[src/rtl/dkong_snd_cmd_if.sv]
// Sound-command FIFO, trigger pulse stretcher and DAC register between main CPU and i8035 MCU.
// Latency: flags, O_DB, O_TRIG_N and O_DAC are all registered, 1 cycle from sampled inputs.
// Backpressure: O_CMD_FULL warns the writer; a push while full (no same-cycle pop) is dropped and sets sticky O_OVF.
// Optional macro DKONG_SND_DAC_SLEW_EN: O_DAC slews toward I_DAC by at most SLEW_STEP per cycle.
module dkong_snd_cmd_if #(
  parameter int CMD_W      = 4,
  parameter int FIFO_DEPTH = 4,
  parameter int TRIG_N     = 3,
  parameter int STRETCH    = 16,
  parameter int SLEW_STEP  = 4
) (
  input  logic              I_CLK,
  input  logic              I_RST,
  input  logic [CMD_W-1:0]  I_CMD_DAT,
  input  logic              I_CMD_WE,
  output logic              O_CMD_FULL,
  output logic              O_OVF,
  input  logic              I_OVF_CLR,
  input  logic [TRIG_N-1:0] I_TRIG,
  output logic [TRIG_N-1:0] O_TRIG_N,
  input  logic              I_RD_N,
  input  logic              I_RD_SEL,
  output logic [7:0]        O_DB,
  output logic              O_INT_N,
  input  logic [7:0]        I_DAC,
  output logic [7:0]        O_DAC
);

  localparam int PW = $clog2(FIFO_DEPTH);
  localparam int CW = $clog2(FIFO_DEPTH + 1);
  localparam logic [CW-1:0] FULL_CNT = CW'(FIFO_DEPTH);

  logic [CMD_W-1:0] mem [FIFO_DEPTH];
  logic [PW-1:0]    wr_ptr;
  logic [PW-1:0]    rd_ptr;
  logic [CW-1:0]    count;
  logic [CW-1:0]    count_next;
  logic             rd_n_q;
  logic [TRIG_N-1:0] trig_q;
  logic [7:0]       cnt [TRIG_N];

  logic empty;
  logic full;
  logic pop;
  logic push;
  logic ovf_set;
  logic [CMD_W-1:0] head_inv;

  // Pop on the release edge of the MCU read strobe; a pop frees a slot for a same-cycle push.
  always_comb begin
    empty      = (count == '0);
    full       = (count == FULL_CNT);
    pop        = ~rd_n_q & I_RD_N & I_RD_SEL & ~empty;
    push       = I_CMD_WE & (~full | pop);
    ovf_set    = I_CMD_WE & full & ~pop;
    head_inv   = ~mem[rd_ptr];
    count_next = count;
    if (push && !pop) begin
      count_next = count + CW'(1);
    end else if (pop && !push) begin
      count_next = count - CW'(1);
    end
  end

  // Command storage; contents need no reset because count gates every read.
  always_ff @(posedge I_CLK) begin
    if (I_RST && push) begin
      mem[wr_ptr] <= I_CMD_DAT;
    end
  end

  // FIFO pointers, occupancy and the flags derived from the post-update occupancy.
  always_ff @(posedge I_CLK) begin
    if (!I_RST) begin
      wr_ptr     <= '0;
      rd_ptr     <= '0;
      count      <= '0;
      O_CMD_FULL <= 1'b0;
      O_INT_N    <= 1'b1;
      O_OVF      <= 1'b0;
      rd_n_q     <= 1'b1;
    end else begin
      if (push) wr_ptr <= wr_ptr + PW'(1);
      if (pop)  rd_ptr <= rd_ptr + PW'(1);
      count      <= count_next;
      O_CMD_FULL <= (count_next == FULL_CNT);
      O_INT_N    <= (count_next == '0);
      // A new overflow outranks a clear arriving in the same cycle.
      if (ovf_set) begin
        O_OVF <= 1'b1;
      end else if (I_OVF_CLR) begin
        O_OVF <= 1'b0;
      end
      rd_n_q <= I_RD_N;
    end
  end

  // MCU bus contribution: inverted head during a selected read, all-ones when empty, else 0 for OR-ing.
  always_ff @(posedge I_CLK) begin
    if (!I_RST) begin
      O_DB <= 8'h00;
    end else if (I_RD_SEL && !I_RD_N) begin
      O_DB <= empty ? 8'({CMD_W{1'b1}}) : 8'(head_inv);
    end else begin
      O_DB <= 8'h00;
    end
  end

  // Per-channel pulse stretcher: a rising edge (re)loads the counter, output low while raw high or counting.
  always_ff @(posedge I_CLK) begin
    if (!I_RST) begin
      trig_q   <= '0;
      O_TRIG_N <= '1;
      for (int i = 0; i < TRIG_N; i++) begin
        cnt[i] <= 8'd0;
      end
    end else begin
      trig_q <= I_TRIG;
      for (int i = 0; i < TRIG_N; i++) begin
        O_TRIG_N[i] <= ~(I_TRIG[i] | (cnt[i] != 8'd0));
        if (I_TRIG[i] && !trig_q[i]) begin
          cnt[i] <= 8'(STRETCH);
        end else if (cnt[i] != 8'd0) begin
          cnt[i] <= cnt[i] - 8'd1;
        end
      end
    end
  end

`ifdef DKONG_SND_DAC_SLEW_EN
  logic [8:0] dac_cur9;
  logic [8:0] dac_in9;
  logic [8:0] step9;

  always_comb begin
    dac_cur9 = {1'b0, O_DAC};
    dac_in9  = {1'b0, I_DAC};
    step9    = 9'(SLEW_STEP);
  end

  // Slew-limited DAC: move by at most step9, landing exactly on the target when within reach.
  always_ff @(posedge I_CLK) begin
    if (!I_RST) begin
      O_DAC <= 8'h00;
    end else if (dac_in9 > dac_cur9) begin
      O_DAC <= ((dac_in9 - dac_cur9) <= step9) ? I_DAC : 8'(dac_cur9 + step9);
    end else if (dac_in9 < dac_cur9) begin
      O_DAC <= ((dac_cur9 - dac_in9) <= step9) ? I_DAC : 8'(dac_cur9 - step9);
    end
  end
`else
  // Plain DAC register, one cycle behind the MCU port.
  always_ff @(posedge I_CLK) begin
    if (!I_RST) begin
      O_DAC <= 8'h00;
    end else begin
      O_DAC <= I_DAC;
    end
  end
`endif

endmodule

[config.mk]
export PLATFORM = sky130hd
export DESIGN_NAME = dkong_snd_cmd_if
export DESIGN_NICKNAME = d
export VERILOG_FILES = /design/src/rtl/dkong_snd_cmd_if.sv
export SDC_FILE = /design/constraint.sdc
export NUM_CORES = 1
export LEC_CHECK = 0
export ABC_AREA = 1
export CAP_MARGIN = 20
export CELL_PAD_IN_SITES_DETAIL_PLACEMENT = 1
export CELL_PAD_IN_SITES_GLOBAL_PLACEMENT = 1
export CORE_MARGIN = 3
export CORE_UTILIZATION = 43
export CTS_BUF_LIST = sky130_fd_sc_hd__clkbuf_4
export CTS_CLUSTER_DIAMETER = 40
export DETAILED_ROUTE_END_ITERATION = 10
export PLACE_DENSITY_LB_ADDON = 0.1
export SLEW_MARGIN = 20
export SYNTH_ARGS = -nofsm -noshare
export SYNTH_HDL_FRONTEND = slang
export SYNTH_SLANG_ARGS = --single-unit
export TNS_END_PERCENT = 1
[constraint.sdc]
create_clock -name I_CLK -period 2 [get_ports I_CLK]
set_clock_uncertainty 0.05 [all_clocks]
set_input_delay 0.4 -clock I_CLK [delete_from_list [all_inputs] [get_ports I_CLK]]
set_output_delay 0.4 -clock I_CLK [all_outputs]
set_load 0.05 [all_outputs]
==> results of run 1 <==
[power breakdown]
group,internal [µW],switching [µW],total (µW)
Sequential,1720,90.8,1810
Clock,393,555,947
Combinational,305,504,809
[worst paths after layout]
| path | end | slack [ns] | start |
|---|---|---|---|
| max reg2reg | mem[0][3] | 0.13 | count[0] |
| max | mem[0][3] | 0.13 | count[0] |
| min reg2reg | O_OVF | 0.44 | O_OVF |
| min | O_DAC[3] | 0.43 | I_DAC[3] |
[layout make-up]
cell class,count,area (µm²)
clock inverter,7,80.08
tap,99,123.9
timing repair buffer,52,475.5
clock buffer,9,67.56
sequential,71,1822
inverter,62,232.7
multi-input combinational,213,1162
fill,897,3328
[repair_timing]
action / CTS / global route
pin swaps: 0 / 0
resized for setup: 18 / 1
setup endpoints to repair: 18 / 16
[metal layers]
| layer | global-route usage (%) | vias up |
|---|---|---|
| li1 | - | 1236 |
| met1 | 21.90 | 1138 |
| met2 | 29.21 | 38 |
| met3 | 3.540 | 7 |
| met4 | 6.593 | 0 |
| met5 | 0 | - |
[placed cells by master, fill, tap and decap left out, types with 2 or more instances in the layout]
cell,instances
inv_6,2
edfxtp_1,40
nand2_2,4
nand2_1,60
nand2_4,2
a21oi_1,22
ha_1,12
o21ai_1,3
clkinvlp_4,2
nand3b_1,2
dfxtp_1,31
or2_1,4
clkbuf_4,9
or2_2,3
nand3_1,15
clkinv_4,2
clkdlybuf4s50_1,20
xor2_1,6
o21ai_2,2
buf_4,13
inv_2,7
dlygate4sd2_1,18
nand4_1,8
nor2_4,2
inv_1,55
conb_1,4
nor2_1,40
nand3_4,2
xnor2_1,3
o21ai_0,12
[flip-flops by register name, summed over array words and instances, names as in the netlist, 3 cells and up, named ones only]
register,count
cnt,24
mem,16
O_DAC,8
O_DB,4
O_TRIG_N,3
count,3
trig_q,3
[metrics by stage]
| stage | setup WS, ns | cells | utilization [%] |
|---|---|---|---|
| 6_report | 0.1280 | 513 | 54.36 |
| 3_3_place_gp | 0.03637 | 497 | 52.61 |
| 5_1_grt | 0.0007228 | 513 | 54.36 |
| 4_1_cts | 0.06591 | 513 | 54.32 |
| 2_1_floorplan | 0.3567 | 355 | - |
| 3_5_place_dp | -0.06000 | 497 | 52.61 |
[critical path, stage by stage (launching register included)]
cell and delay, ns:
dfxtp_1 0.38, inv_1 0.10, ha_1 0.28, nand2_2 0.15, o21ai_2 0.09, inv_2 0.06
nand2_1 0.12, nor2_1 0.33
[cells by family (layout without fill, tap and decap cells)]
| logic type | count (synthesis) | after routing |
|---|---|---|
| AND/OR/NAND/NOR | 146 | 146 |
| flip-flops | 71 | 71 |
| buffers and inverters | 71 | 130 |
| AO/OA/AOI/OAI | 42 | 42 |
| adder cells (fa/ha/maj) | 12 | 12 |
| XOR/XNOR | 9 | 9 |
| other | 1 | 4 |
[synth_stat cells]
master	instances	area share, %
or2_1	4	0.77
xnor2_1	3	0.81
nand2_4	2	0.69
o21ai_1	3	0.46
or2_2	3	0.58
nor3b_1	1	0.23
a21oi_2	1	0.27
clkbuf_1	4	0.46
inv_1	55	6.3
inv_2	7	0.81
nand2_1	61	7.0
xor2_1	6	1.6
ha_1	12	4.6
nand3_4	2	1.1
a21oi_1	22	3.4
o21ai_2	2	0.54
nor2_1	40	4.6
buf_2	1	0.15
nand4_1	8	1.5
conb_1	1	0.12
a31oi_1	1	0.19
dfxtp_1	31	19
nand3_1	15	2.3
nor2_4	2	0.69
edfxtp_1	40	37
nor2_2	1	0.19
nand3_2	1	0.31
nand3b_1	2	0.46
o21a_1	1	0.23
nand2_2	3	0.58
o21ai_0	12	1.8
nor3_1	1	0.15
buf_4	4	0.92
==> summary.md, run 1 <==
| Metric | Value |
|---|---|
| Vias in the first global route | `around 2.5k` |
| Total Power | `~3600 µW` |
| Cell row count | `31` |
| Adder-Cell Fraction of Synth Area | `4.615%` |
| Rel. slew slack | `roughly 66%` |
| Setup violations, final | `0` |
| Routed Antenna Nets | `0` |
| Hpwl dp | `approximately 5.4 mm` |
| GRT Total Usage | `17.33%` |
| Drt drc | `0` |
| Nature of the critical path endpoint | `flop` |
| Routability cong. | `about 0.80` |
| Hold Vio Cnt, Final | `0` |
| DRT met1 WL | `about 3.2 mm` |
| Largest family of logic cells by synthesized area | `simple AND/OR/NAND/NOR gates` |
| Post-CTS Setup Inserts | `0` |
| Grt total ovfl | `0` |
| CTS H-tree lvls | `3` |
| I/O pin count | `43` |
| Hold buffer count at cts | `0` |
| Register area share after synthesis | `between 50% and 60%` |
| Synth Area in Compound Gates | `6.923%` |
| Layout cells sized above 1 | `13.29%` |
| Post-route cell area | `a little under 4000 µm²` |
| Max Clock Freq | `roughly 0.53 GHz` |
| Post-synthesis simple-gate area fraction | `21.23%` |
| Iter 0 DRT Violations | `89` |
| CTS tree | `done` |
| CTS Buf Count | `9` |
| Yosys warns | `0` |
| Post-Syn Instances | `approximately 350` |
| # port buffers | `38` |
| Crit path time final | `about 1.9 ns` |
| Initial Util | `44.61%` |
| Critical Path RT | `a little over 2 ns` |
| N_diodes | `0` |
| Placed inst area | `3836 µm²` |
| RSZ-0062 raised after global routing | `no` |
| Clock Latency Late Sink | `0.42 ns` |
| CTS Root Cell | `clkbuf_4` |
| Pwr dens | `899.7 nW/µm²` |
| First-pass GRT wire length | `11.72 mm` |
| Uppermost layer routed | `met4` |
| XOR/XNOR Fraction of Synth Area | `2.423%` |
| Netlist Area Pre-Place | `~3300 µm²` |
| WHS | `0.4330 ns` |
| TNS Setup | `0 ns` |
| Netlist cell types | `33` |
| Die ar. | `8645 µm²` |
| Routed Wire Length | `6.837 mm` |
| Worst setup SP type | `flop` |
| First-pass DRT Iterations | `4` |
| Worst reg-to-reg path cell count | `7` |
| Clock-pin slew on the worst setup and hold paths | `between 0.1 and 0.15 ns` |
| Fin crit share | `93.60%` |
| Via count | `2,419` |
| Largest net degree at the start of global routing | `15` |
| Slew Viols, Final | `0` |
| Peak supply drop | `roughly 0.44 mV` |
| WL met2 | `between 3 and 4 mm` |
| Buffer depth of the longest clock path | `2` |
| CP Data Arrival Time | `1.92 ns` |
| Setup CP Type | `flop to flop` |
| CORE AREA | `7292 µm²` |
| Worst-Margin Slew | `0.5172 ns` |
| Mux cell area share after synthesis | `0%` |
| Clk sinks | `71` |
| MaxCap Viol Count | `0` |
| Area grow syn2layout | `21.85%` |
| Syn avg cell area | `9.242 µm²` |
| Hold Path Depth | `3` |
| Outcome | `finished clean` |
| Drt wl/cell | `13.33 µm` |
| Crit-path max FO | `4` |
| Metal3 WL | `about 260 µm` |
| Height of the die | `92.98 µm` |
| Final net count | `442` |
| Die W | `approximately 93 µm` |
| Number of vias per cell | `between 4 and 5` |
| Pleak | `0.001818 µW` |
| Worst hold path type | `input pin to flop` |
| Initial antenna violation count | `0` |
| #FFs+latches synth | `71` |
Power figures use the tool's default switching activity.
==> inputs of run 2 (changes only) <==
Settings changed: CAP_MARGIN 20 to default.
==> results of run 2 <==
The final DEF is identical to that of run 1; final timing and power are the same.
